File: src/rtl/dma_pkg.sv
// Shared DMA definitions: FSM states, AXI response codes
// and the byte-strobe mask helper used by both aligners.
package dma_pkg;

  typedef enum logic [2:0] {
    IDLE,
    FETCH,
    ISSUE,
    RESP,
    DONE
  } state_t;

  localparam logic [1:0] RESP_OKAY   = 2'b00;
  localparam logic [1:0] RESP_SLVERR = 2'b10;

  // lanes >= off on the first beat, lanes <= end_lane on the last
  function automatic logic [3:0] strobe_mask(
    input logic       is_first,
    input logic       is_last,
    input logic [1:0] off,
    input logic [1:0] end_lane
  );
    logic [3:0] fm;
    logic [3:0] lm;
    fm = is_first ? (4'hF << off) : 4'hF;
    lm = is_last ? (4'hF >> (2'd3 - end_lane)) : 4'hF;
    return fm & lm;
  endfunction

endpackage

File: src/rtl/dma_byte_shifter.sv
// Funnel shifter: moves the packed word stream up by off
// bytes, pulling the low lanes from the previous word.
import dma_pkg::*;

module dma_byte_shifter (
  input  logic [31:0] cur,
  input  logic [31:0] prev,
  input  logic [1:0]  off,
  output logic [31:0] data
);

  always_comb begin
    data = cur;
    unique case (off)
      2'd0: data = cur;
      2'd1: data = {cur[23:0], prev[31:24]};
      2'd2: data = {cur[15:0], prev[31:16]};
      2'd3: data = {cur[7:0],  prev[31:8]};
      default: data = cur;
    endcase
  end

endmodule

File: src/rtl/dma_write_aligner.sv
// DMA write aligner: FIFO words -> byte-aligned single-beat
// AXI4-Lite writes with strobes, one transaction in flight.
import dma_pkg::*;

module dma_write_aligner #(
  parameter int ADDR_W = 32,
  parameter int LEN_W  = 5
) (
  input  logic              clk,
  input  logic              rst,
  input  logic              trigger,
  input  logic [ADDR_W-1:0] dest_address,
  input  logic [LEN_W-1:0]  length,
  input  logic              fifo_empty,
  input  logic [31:0]       fifo_rd_data,
  output logic              fifo_rd_en,
  output logic [ADDR_W-1:0] awaddr,
  output logic              awvalid,
  input  logic              awready,
  output logic [31:0]       wdata,
  output logic [3:0]        wstrb,
  output logic              wvalid,
  input  logic              wready,
  input  logic [1:0]        bresp,
  input  logic              bvalid,
  output logic              bready,
  output logic              busy,
  output logic              done,
  output logic              error
);

  localparam int CW = LEN_W + 1;

  state_t            state;
  logic [1:0]        off;
  logic [1:0]        end_lane;
  logic [ADDR_W-1:0] base;
  logic [CW-1:0]     n_beats;
  logic [CW-1:0]     m_words;
  logic [CW-1:0]     beat;
  logic [31:0]       prev;

  logic [CW-1:0]     n_calc;
  logic [CW-1:0]     m_calc;
  logic [31:0]       cur;
  logic [31:0]       shifted;
  logic [ADDR_W-1:0] beat_addr;
  logic              need_pop;
  logic              fetch_go;
  logic              is_last;
  logic              aw_ok;
  logic              w_ok;

  assign n_calc = (CW'(dest_address[1:0]) + CW'(length)
                   + CW'(3)) >> 2;
  assign m_calc = (CW'(length) + CW'(3)) >> 2;

  assign need_pop = beat < m_words;
  assign is_last  = beat == (n_beats - CW'(1));
  assign cur      = need_pop ? fifo_rd_data : '0;

  assign fifo_rd_en = (state == FETCH) && need_pop
                      && !fifo_empty;
  assign fetch_go   = (state == FETCH)
                      && (!need_pop || !fifo_empty);

  assign beat_addr = base + (ADDR_W'(beat) << 2);

  assign aw_ok = !awvalid || awready;
  assign w_ok  = !wvalid || wready;

  dma_byte_shifter u_shift (
    .cur  (cur),
    .prev (prev),
    .off  (off),
    .data (shifted)
  );

  always_ff @(posedge clk or posedge rst) begin
    if (rst) begin
      state    <= IDLE;
      off      <= '0;
      end_lane <= '0;
      base     <= '0;
      n_beats  <= '0;
      m_words  <= '0;
      beat     <= '0;
      prev     <= '0;
      awaddr   <= '0;
      awvalid  <= 1'b0;
      wdata    <= '0;
      wstrb    <= '0;
      wvalid   <= 1'b0;
      bready   <= 1'b0;
      busy     <= 1'b0;
      done     <= 1'b0;
      error    <= 1'b0;
    end else begin
      done <= 1'b0;
      unique case (state)
        IDLE: begin
          if (trigger) begin
            off      <= dest_address[1:0];
            end_lane <= dest_address[1:0]
                        + length[1:0] - 2'd1;
            base     <= {dest_address[ADDR_W-1:2], 2'b00};
            n_beats  <= n_calc;
            m_words  <= m_calc;
            beat     <= '0;
            prev     <= '0;
            busy     <= 1'b1;
            error    <= 1'b0;
            state    <= (length == '0) ? DONE : FETCH;
          end
        end
        FETCH: begin
          if (fetch_go) begin
            wdata   <= shifted;
            wstrb   <= strobe_mask(beat == '0, is_last,
                                   off, end_lane);
            awaddr  <= beat_addr;
            prev    <= cur;
            awvalid <= 1'b1;
            wvalid  <= 1'b1;
            state   <= ISSUE;
          end
        end
        ISSUE: begin
          if (awready) awvalid <= 1'b0;
          if (wready) wvalid <= 1'b0;
          if (aw_ok && w_ok) begin
            bready <= 1'b1;
            state  <= RESP;
          end
        end
        RESP: begin
          if (bvalid) begin
            bready <= 1'b0;
            if (bresp != RESP_OKAY) error <= 1'b1;
            beat  <= beat + CW'(1);
            state <= is_last ? DONE : FETCH;
          end
        end
        DONE: begin
          done  <= 1'b1;
          busy  <= 1'b0;
          state <= IDLE;
        end
        default: state <= IDLE;
      endcase
    end
  end

endmodule

File: config.mk
export PLATFORM = sky130hd
export DESIGN_NAME = dma_write_aligner
export DESIGN_NICKNAME = d
export VERILOG_FILES = /design/src/rtl/dma_pkg.sv /design/src/rtl/dma_byte_shifter.sv /design/src/rtl/dma_write_aligner.sv
export SDC_FILE = /design/constraint.sdc
export NUM_CORES = 1
export LEC_CHECK = 0
export ABC_AREA = 1
export BUFFER_PORTS_ARGS = -buffer_cell sky130_fd_sc_hd__buf_2
export CAP_MARGIN = 0
export CORE_ASPECT_RATIO = 1.1
export CORE_MARGIN = 8
export CORE_UTILIZATION = 35
export DETAILED_ROUTE_END_ITERATION = 6
export SYNTH_ARGS = -nofsm -noshare
export SYNTH_HDL_FRONTEND = slang
export SYNTH_SLANG_ARGS = --single-unit
File: constraint.sdc
create_clock -name clk -period 6.9 [get_ports clk]
set_clock_uncertainty 0.1 [all_clocks]
set_input_delay 1.38 -clock clk [delete_from_list [all_inputs] [get_ports clk]]
set_output_delay 1.38 -clock clk [all_outputs]
set_load 0.05 [all_outputs]
==> summary.txt, run 1 <==
PortBufs: 150
CP max FO: 39
Final hold violations: 0
Sw frac: 50.88%
CP cell instances: ha_1 > nand2_1 > nand2_1 > nor2_4 > nand2_2 > nor2_1 > buf_2
Largest family of logic cells by synthesized area: simple AND/OR/NAND/NOR gates
Clk slew on worst S/H paths: 0.06 ns
DRT antenna net count: 0
Max-cap violations: 0
GR Overflow Total: 0
Area post-placement: 9233 um2
Final Critical Period: 4.379 ns
Critical path class: reg -> out
# Post-CTS Setup Buffers: 0
Area of the mapped netlist: 8354 um2
IO Pins: 153
Cell area after layout: 9841 um2
Share of the yosys chip area belonging to registers: 44.03%
First drt pass iteration count: 6
Layout area overhead: 17.79%
Clk root buf: clkbuf_16
Post-synth EDFFs: 0
Setup violators final: 0
Worst Hold Class: reg -> reg
Initial DRC count: 586
Cell variety after synth: 39
Critical Path RT: 5.42 ns
Wire length of the first global-routing pass: 42140 um
Post-synth ARST share: 100.0%
Total number of vias: 7971
Status: finished, final reports clean
Cell count after synthesis: 1144
Worst Hold Path Cells: 2
CTS max path bufs: 2
Layout cell share with drive strength beyond 1: 16.59%
Post-synthesis mux area share: 0%
Initial antenna violation count: 0
Core area: 23550 um2
Sw Pwr: 2.578 mW
Final Net Count: 1364
Register bit total from synthesis: 147
Power Dens Cells: 514.8 nW/um2
Post-CTS Resized: 0
# rows: 59
Comb power frac: 51.4%
CP max stage delay: 0.69 ns
Post-Route WL: 26300 um
Top FF cell, synth: dfrtp_1
WP buf/inv: 1
Crit path max-delay family: simple AND/OR/NAND/NOR gates
DR WL/cell: 16.61 um
Worst slew pin tran: 0.8965 ns
Max Clk Rate: 228.4 MHz
Slew headroom: 40.09%
Placer Congestion: 0.8615
Vias in the first global route: 7919
Worst-path cell with the longest stage delay: nor2_4
Xor and xnor fraction of the mapped netlist area: 1.363%
WP data arrival: 2.90 ns
Leak pwr: 5.194 nW
Seq pwr share: 29.4%
Num Clock Sinks: 147
CP dominant cell by count: nand2_1
Die width: 163.3 um
Internal Power: 2.488 mW
Synth Area in Adders: 2.876%
Initial Utilization: 35.48%
Maximum VDD drop: 0.2298 mV
Die Height: 178.0 um
Period utilization: 63.46%
Mean Syn Cell Area: 7.303 um2
YS warnings: 0
CTS Buf Count: 17
Complex-gate fraction of the synthesized area: 10.60%
Setup crit end kind: output port
CTS tree: done
Final slew viol count: 0
DRC viols: 0
Largest net degree at the start of global routing: 92
RSZ-0062 raised after global routing: false
Startpoint Class: flip-flop
Clk pwr share: 19.2%
Simple-Gate Fraction of Synth Area: 32.22%
Post-DP HPWL: 18650 um
CTS H-tree lvls: 4
Hold Buf Count CTS: 0
Clk_lat worst skew: 0.43 ns
Critical path depth in cells: 7
Vias/cell: 5.035
Register-to-Register Path Depth: 10
Finished Core Util: 41.79%
Die ar.: 29070 um2
Setup_tns: 0 ns
ANT cells: 0
Gr usage total: 18.30%
-- flip-flops by register name (all words and copies together) (netlist names), 2 cells and up --
signal	cells
awaddr	30
base	30
beat	6
wstrb	4
state	3
m_words	4
off	2
wdata	32
prev	24
n_beats	4
end_lane	2
-- cell families after synthesis --
group / Yosys count
DFF: 147
and+or+nand+nor: 633
buffers and inverters: 168
adders and majority gates: 18
AOI/OAI and AO/OA: 164
xor gates and xnor gates: 13
other: 1
-- cell usage in the layout, fill, tap and decap left out, types with 2 or more instances in the layout --
cell	Yosys	layout
a21oi_1	35	35
buf_2	22	150
buf_4	16	4
bufinv_16	0	3
clkbuf_16	0	17
clkbuf_8	0	4
clkinv_4	0	2
clkinvlp_4	0	2
conb_1	1	2
dfrtp_1	147	147
fa_1	2	2
ha_1	16	16
inv_1	106	105
inv_2	11	11
nand2_1	435	435
nand2_2	4	3
nand2_4	3	4
nand3_1	66	66
nand3b_1	13	13
nand4_1	33	33
nor2_1	59	59
nor2_2	4	4
nor2_4	2	2
nor3_1	8	8
o21ai_0	79	79
o21ai_1	13	13
o221ai_1	5	5
o22ai_1	28	28
xnor2_1	8	8
xor2_1	5	5
-- power groups by stage --
stage	clock, mW	sequential, mW	combinational (mW)
finish	0.975	1.49	2.60
global route	1.03	1.54	2.88
CTS	0.992	1.49	2.62
detailed placement	0	1.50	2.60
global placement	0	1.49	2.59
floorplan	0	2.05	1.40
-- cells in the mapped netlist (2+ instances only) --
cell	number	area, um2
nand2_1	435	1633
dfrtp_1	147	3679
inv_1	106	397.9
o21ai_0	79	395.4
nand3_1	66	330.3
nor2_1	59	221.5
a21oi_1	35	175.2
nand4_1	33	206.5
o22ai_1	28	175.2
buf_2	22	110.1
buf_4	16	120.1
ha_1	16	200.2
nand3b_1	13	97.59
o21ai_1	13	65.06
inv_2	11	41.29
clkbuf_1	8	30.03
nor3_1	8	40.04
xnor2_1	8	70.07
o221ai_1	5	43.79
xor2_1	5	43.79
nand2_2	4	25.02
nor2_2	4	25.02
buf_6	3	33.78
nand2_4	3	33.78
fa_1	2	40.04
nor2_4	2	22.52
-- metrics by stage --
step	instances	hold WS, ns	total power, mW	setup slack [ns]
final	1583	0.3715	5.066	2.521
after CTS	1583	0.3779	5.099	2.555
after detailed placement	1554	0.3598	4.103	2.917
after global routing	1583	0.3923	5.446	2.366
after floorplan	1145	0.3520	3.456	1.469
after global placement	1554	0.3592	4.083	2.931
-- path summary, 6_finish.rpt --
path / to / from / slack [ns]
max in group asynchronous: awaddr[2] / rst / 4.41
min in group asynchronous: wdata[0] / rst / 1.02
worst max register to register: wdata[5] / beat[3] / 3.51
worst min-delay path: wdata[7] / wdata[7] / 0.37
worst min register to register: wdata[7] / wdata[7] / 0.37
worst max-delay path: fifo_rd_en / beat[3] / 2.52
-- worst register-to-register path, cell delays in order (launching register included) --
cell and delay, ns:
dfrtp_1 0.48, ha_1 0.33, nand2_1 0.07, nand2_1 0.08
nor2_4 0.69, nand3_2 0.18, nand2_4 0.38, buf_4 0.62
a21oi_1 0.09, o21ai_0 0.18, nand2_1 0.08
-- layer usage --
| layer | vias up | track usage (%) | share of wire (%) |
|---|---|---|---|
| met1 | 3719 | 23.65 | 44 |
| met3 | 33 | 3.740 | 6.8 |
| met2 | 295 | 29.98 | 47 |
| met4 | 0 | 6.197 | 2.3 |
| li1 | 3924 | - | - |
| met5 | - | 0 | 0 |
-- layout make-up --
cell class,instances,area (um2)
fill,2493,13710
multi-input combinational,830,3944
sequential,147,3679
timing repair buffer,154,780.7
clock buffer,21,480.5
inverter,118,447.9
tap,305,381.6
clock inverter,8,127.6
(Power assumes the default switching activity.)
==> run 2: changes to the inputs <==
==> constraint.sdc (replaced) <==
create_clock -name clk -period 4.5 [get_ports clk]
set_clock_uncertainty 0.1 [all_clocks]
set_input_delay 0.9 -clock clk [delete_from_list [all_inputs] [get_ports clk]]
set_output_delay 0.9 -clock clk [all_outputs]
set_load 0.05 [all_outputs]
==> run 2 against run 1 <==
  * Clock power is 50% higher
  * Global-route usage about the same
  * Worst setup slack worse by 1.6 ns
==> summary.txt, run 2 (synthesis gave the netlist of run 1 again) <==
Critical Path RT: 3.50 ns
CP max stage delay: 0.48 ns
CTS tree: done
Period utilization: 80.08%
Placer Congestion: 0.8836
Final slew viol count: 0
Number of flip-flops in the largest register: 32
Die width: 163.3 um
Worst-path cell with the longest stage delay: dfrtp_1
Initial antenna violation count: 0
Clk_lat worst skew: 0.43 ns
Hold Buf Count CTS: 0
Clk slew on worst S/H paths: 0.06 ns
Worst slew pin tran: 0.9437 ns
Wire length of the first global-routing pass: 41700 um
Placement Setup Slack: 1.347 ns
Initial DRC count: 539
CP dominant cell by count: nand2_1
CP max FO: 38
Placed Cells incl. Taps: 1555
Fillers: 2474
Layout area overhead: 17.84%
DR WL/cell: 16.62 um
# rows: 59
IO Pins: 153
Power Dens Cells: 787.7 nW/um2
Final Net Count: 1365
Setup crit end kind: output port
Total number of vias: 7980
Num Clock Sinks: 147
# Post-CTS Setup Buffers: 0
Overall Power: 7.754 mW
CP cell instances: ha_1 > nand2_1 > nand2_1 > nor2_4 > buf_4 > nand2_2 > nor2_1 > buf_2
ANT cells: 0
Clk root buf: clkbuf_16
Status: finished, final reports clean
Maximum VDD drop: 0.3440 mV
Die Height: 178.0 um
Gr usage total: 18.27%
Critical path class: reg -> out
Commonest non-fill, non-tap cell in the layout: nand2_1
Most frequent cells in the layout: 435 x nand2_1, 150 x buf_2, 147 x dfrtp_1
Final Critical Period: 3.603 ns
DRT antenna net count: 0
Die ar.: 29070 um2
Worst Hold Class: reg -> reg
Largest net degree at the start of global routing: 148
DRC viols: 0
Core area: 23550 um2
Layout cell share with drive strength beyond 1: 16.77%
Post-Route WL: 26380 um
Finished Core Util: 41.80%
Post-CTS Resized: 0
Most flop-heavy register: wdata
Setup WS post-layout: 0.8966 ns
Initial Utilization: 35.48%
Final cell count without fillers: 1587
Setup_tns: 0 ns
CTS Buf Count: 17
Leak pwr: 5.195 nW
WP data arrival: 2.60 ns
Startpoint Class: flip-flop
CTS H-tree lvls: 4
Vias in the first global route: 7861
Largest regs: wdata (32), awaddr (30), base (30)
Slew headroom: 37.08%
GR Overflow Total: 0
PortBufs: 150
Vias/cell: 5.028
Setup slack, reg-to-reg: 1.56 ns
Max-cap violations: 0
Post-DP HPWL: 18850 um
Setup violators final: 0
First drt pass iteration count: 6
RSZ-0062 raised after global routing: false
CTS max path bufs: 2
Max Clk Rate: 277.5 MHz
Final hold violations: 0
-- run 2: cell count changes in the layout (fill, tap and decap cells not counted) --
cell and delta:
bufinv_16 -1, clkinv_4 +2, buf_12 +1, clkbuf_1 +1
clkbuf_8 -3, clkinv_2 +1, inv_8 +1, inv_6 +2
-- run 2: power by group --
part | internal (mW) | total [mW] | switching, mW
Clock | 0.842 | 1.46 | 0.621
Combinational | 1.02 | 4.01 | 2.99
Sequential | 1.88 | 2.28 | 0.403
-- run 2: path summary, 6_finish.rpt --
check / start / end / cells after the start
max in group asynchronous: rst / beat[1] / 3
min in group asynchronous: rst / wdata[23] / 3
worst max-delay path: beat[3] / fifo_rd_en / 8
worst min register to register: wdata[22] / wdata[22] / 2
worst min-delay path: wdata[22] / wdata[22] / 2
worst max register to register: beat[3] / wdata[25] / 10
-- run 2: critical path, delay by kind of cell (launching register included) --
kind	cells	cell delay (ns)
and+or+nand+nor	5	0.69
buffers and inverters	2	0.66
DFF	1	0.48
adders and majority gates	1	0.33
-- run 2: layout make-up --
class	instances	area, um2	area share [%]
repair buffers	155	800.8	8.134
well taps	305	381.6	3.876
clock buffers	19	442.9	4.499
flip-flops and latches	147	3679	37.37
inverters	118	446.7	4.537
multi-input cells	830	3944	40.06
clock inverters	13	150.1	1.525
-- run 2: per-layer routing --
metal  track usage, %  part of all wire (%)  up-vias
li1                 -                     -     3935
met4            7.383                   2.7        0
met2            30.17                    47      263
met3            3.809                   6.4       55
met5                0                     0        -
met1            22.93                    44     3727
-- run 2: per-stage QoR --
stage	hold slack, ns	cell area [um2]
final	0.3759	9844
after global routing	0.3859	9844
after CTS	0.3786	9844
after detailed placement	0.3602	9251
after global placement	0.3605	9251
after floorplan	0.3520	8362
==> run 3: changes to the inputs <==
==> constraint.sdc (replaced) <==
create_clock -name clk -period 3.3 [get_ports clk]
set_clock_uncertainty 0.1 [all_clocks]
set_input_delay 0.66 -clock clk [delete_from_list [all_inputs] [get_ports clk]]
set_output_delay 0.66 -clock clk [all_outputs]
set_load 0.05 [all_outputs]
==> run 3 against run 2 <==
  * Worst setup slack worse by 0.55 ns
  * Combinational power up 39%
  * Utilization up 0.45 points
  * Final cell count up 0.88%
  * Global-route usage up 0.53 points
  * Sequential cell count unchanged
  * Register-to-register slack worse by 0.66 ns
  * Clock power up 32%
  * Non-clock buffer count up 14
  * Count of clock-buffer cells in the layout down 1
  * Final area up 1.1%
  * Power up 37%
  * Largest power group unchanged
==> summary.txt, run 3 (synthesis gave the netlist of run 1 again) <==
Clk pwr share: 18.2%
Status: finished, final reports clean
CP cell instances: ha_1 > nand2_1 > nand2_1 > nor2_4 > nand2_2 > nor2_1 > buf_2
Largest regs: wdata (32), awaddr (30), base (30)
Maximum VDD drop: 0.5183 mV
Power Dens Cells: 1068 nW/um2
Internal Power: 5.102 mW
Vias in the first global route: 8103
# Post-CTS Setup Buffers: 0
Final slew viol count: 0
Die width: 163.3 um
Total number of vias: 8029
Vias/cell: 5.015
Grt met2 use: 31.41%
CTS H-tree lvls: 4
Final Critical Period: 2.957 ns
Gr usage total: 18.81%
Wire length of the first global-routing pass: 43110 um
CTS tree: done
Post-CTS Resized: 0
Post-Route WL: 26910 um
RSZ-0062 raised after global routing: false
GR Util met3: 3.878%
PortBufs: 150
Worst slew pin tran: 0.6686 ns
Max-cap violations: 0
Largest net degree at the start of global routing: 54
# rows: 59
Period utilization: 89.62%
Worst-path cell with the longest stage delay: dfrtp_1
Commonest non-fill, non-tap cell in the layout: nand2_1
Post-DP HPWL: 20120 um
CP max stage delay: 0.48 ns
Setup_tns: 0 ns
Die Height: 178.0 um
Number of flip-flops in the largest register: 32
Met1 GRT Util: 23.73%
Die ar.: 29070 um2
Area post-placement: 9369 um2
DRC viols: 0
Initial Utilization: 35.48%
Final hold violations: 0
Layout cell share with drive strength beyond 1: 17.75%
Startpoint Class: flip-flop
Sw frac: 51.97%
CTS Buf Count: 17
Final Net Count: 1379
GR Overflow Total: 0
Overall Power: 10.62 mW
Placer Congestion: 0.9270
IO Pins: 153
Layout area overhead: 19.10%
Slew headroom: 55.34%
Busiest grt layer: met2
Max Clk Rate: 338.1 MHz
DR WL/cell: 16.81 um
Initial antenna violation count: 0
Register-to-Register Path Depth: 11
Core area: 23550 um2
Most flop-heavy register: wdata
Cell area after layout: 9950 um2
Clk_lat worst skew: 0.42 ns
First drt pass iteration count: 7
Hold Buf Count CTS: 0
Clk slew on worst S/H paths: 0.07 ns
Finished Core Util: 42.25%
Num Clock Sinks: 147
Critical path class: reg -> out
Clk root buf: clkbuf_16
Most frequent cells in the layout: 435 x nand2_1, 150 x buf_2, 147 x dfrtp_1
Comb power frac: 52.5%
Setup violators final: 0
Initial DRC count: 612
Seq pwr share: 29.3%
WP data arrival: 2.20 ns
ANT cells: 0
Hold_ws: 0.2280 ns
Fillers: 2461
Leak pwr: 5.255 nW
CP max FO: 11
CP dominant cell by count: nand2_1
DRT antenna net count: 0
CTS max path bufs: 2
Worst Hold Class: in -> async
Sw Pwr: 5.521 mW
Critical Path RT: 2.54 ns
Setup crit end kind: output port
[run 3: layout make-up]
| class | count | area (um2) | share of cell area, % |
|---|---|---|---|
| inverters | 118 | 446.7 | 4.489 |
| repair buffers | 169 | 918.4 | 9.230 |
| flip-flops and latches | 147 | 3679 | 36.97 |
| well taps | 305 | 381.6 | 3.836 |
| clock inverters | 14 | 141.4 | 1.421 |
| multi-input cells | 830 | 3944 | 39.64 |
| clock buffers | 18 | 439.2 | 4.414 |
[run 3: worst max-delay path, delay by kind of cell (launching register included)]
family | cells | cell delay, ns
and+or+nand+nor | 5 | 0.69
adders and majority gates | 1 | 0.33
buffers and inverters | 1 | 0.28
DFF | 1 | 0.48
[run 3: power groups by stage]
stage	Sequential, mW	Clock, mW	Combinational, mW
2_1_floorplan	4.29	0	2.93
3_3_place_gp	3.13	0	5.55
3_5_place_dp	3.13	0	5.59
4_1_cts	3.11	1.98	5.61
5_1_grt	3.23	2.06	6.16
6_report	3.12	1.93	5.58
[run 3: worst paths after layout]
check,start,end,slack (ns)
min in group clk,dest_address[26],base[26],0.32
hold / removal,rst,prev[14],0.23
max in group asynchronous,rst,awaddr[12],2.18
setup reg to reg,beat[3],state[0],0.90
setup / recovery,beat[3],fifo_rd_en,0.34
hold reg to reg,wdata[29],wdata[29],0.38
[run 3: stage by stage]
step	worst slack (ns)	cells
2_1_floorplan	0.6565	1145
3_3_place_gp	0.7784	1569
3_5_place_dp	0.7442	1569
4_1_cts	0.2873	1601
5_1_grt	0.1854	1601
6_report	0.3426	1601
[run 3: layer usage]
| metal | vias up | part of all wire [%] |
|---|---|---|
| li1 | 3967 | - |
| met1 | 3765 | 43 |
| met2 | 265 | 48 |
| met3 | 32 | 6.6 |
| met4 | 0 | 2.0 |
| met5 | - | 0 |
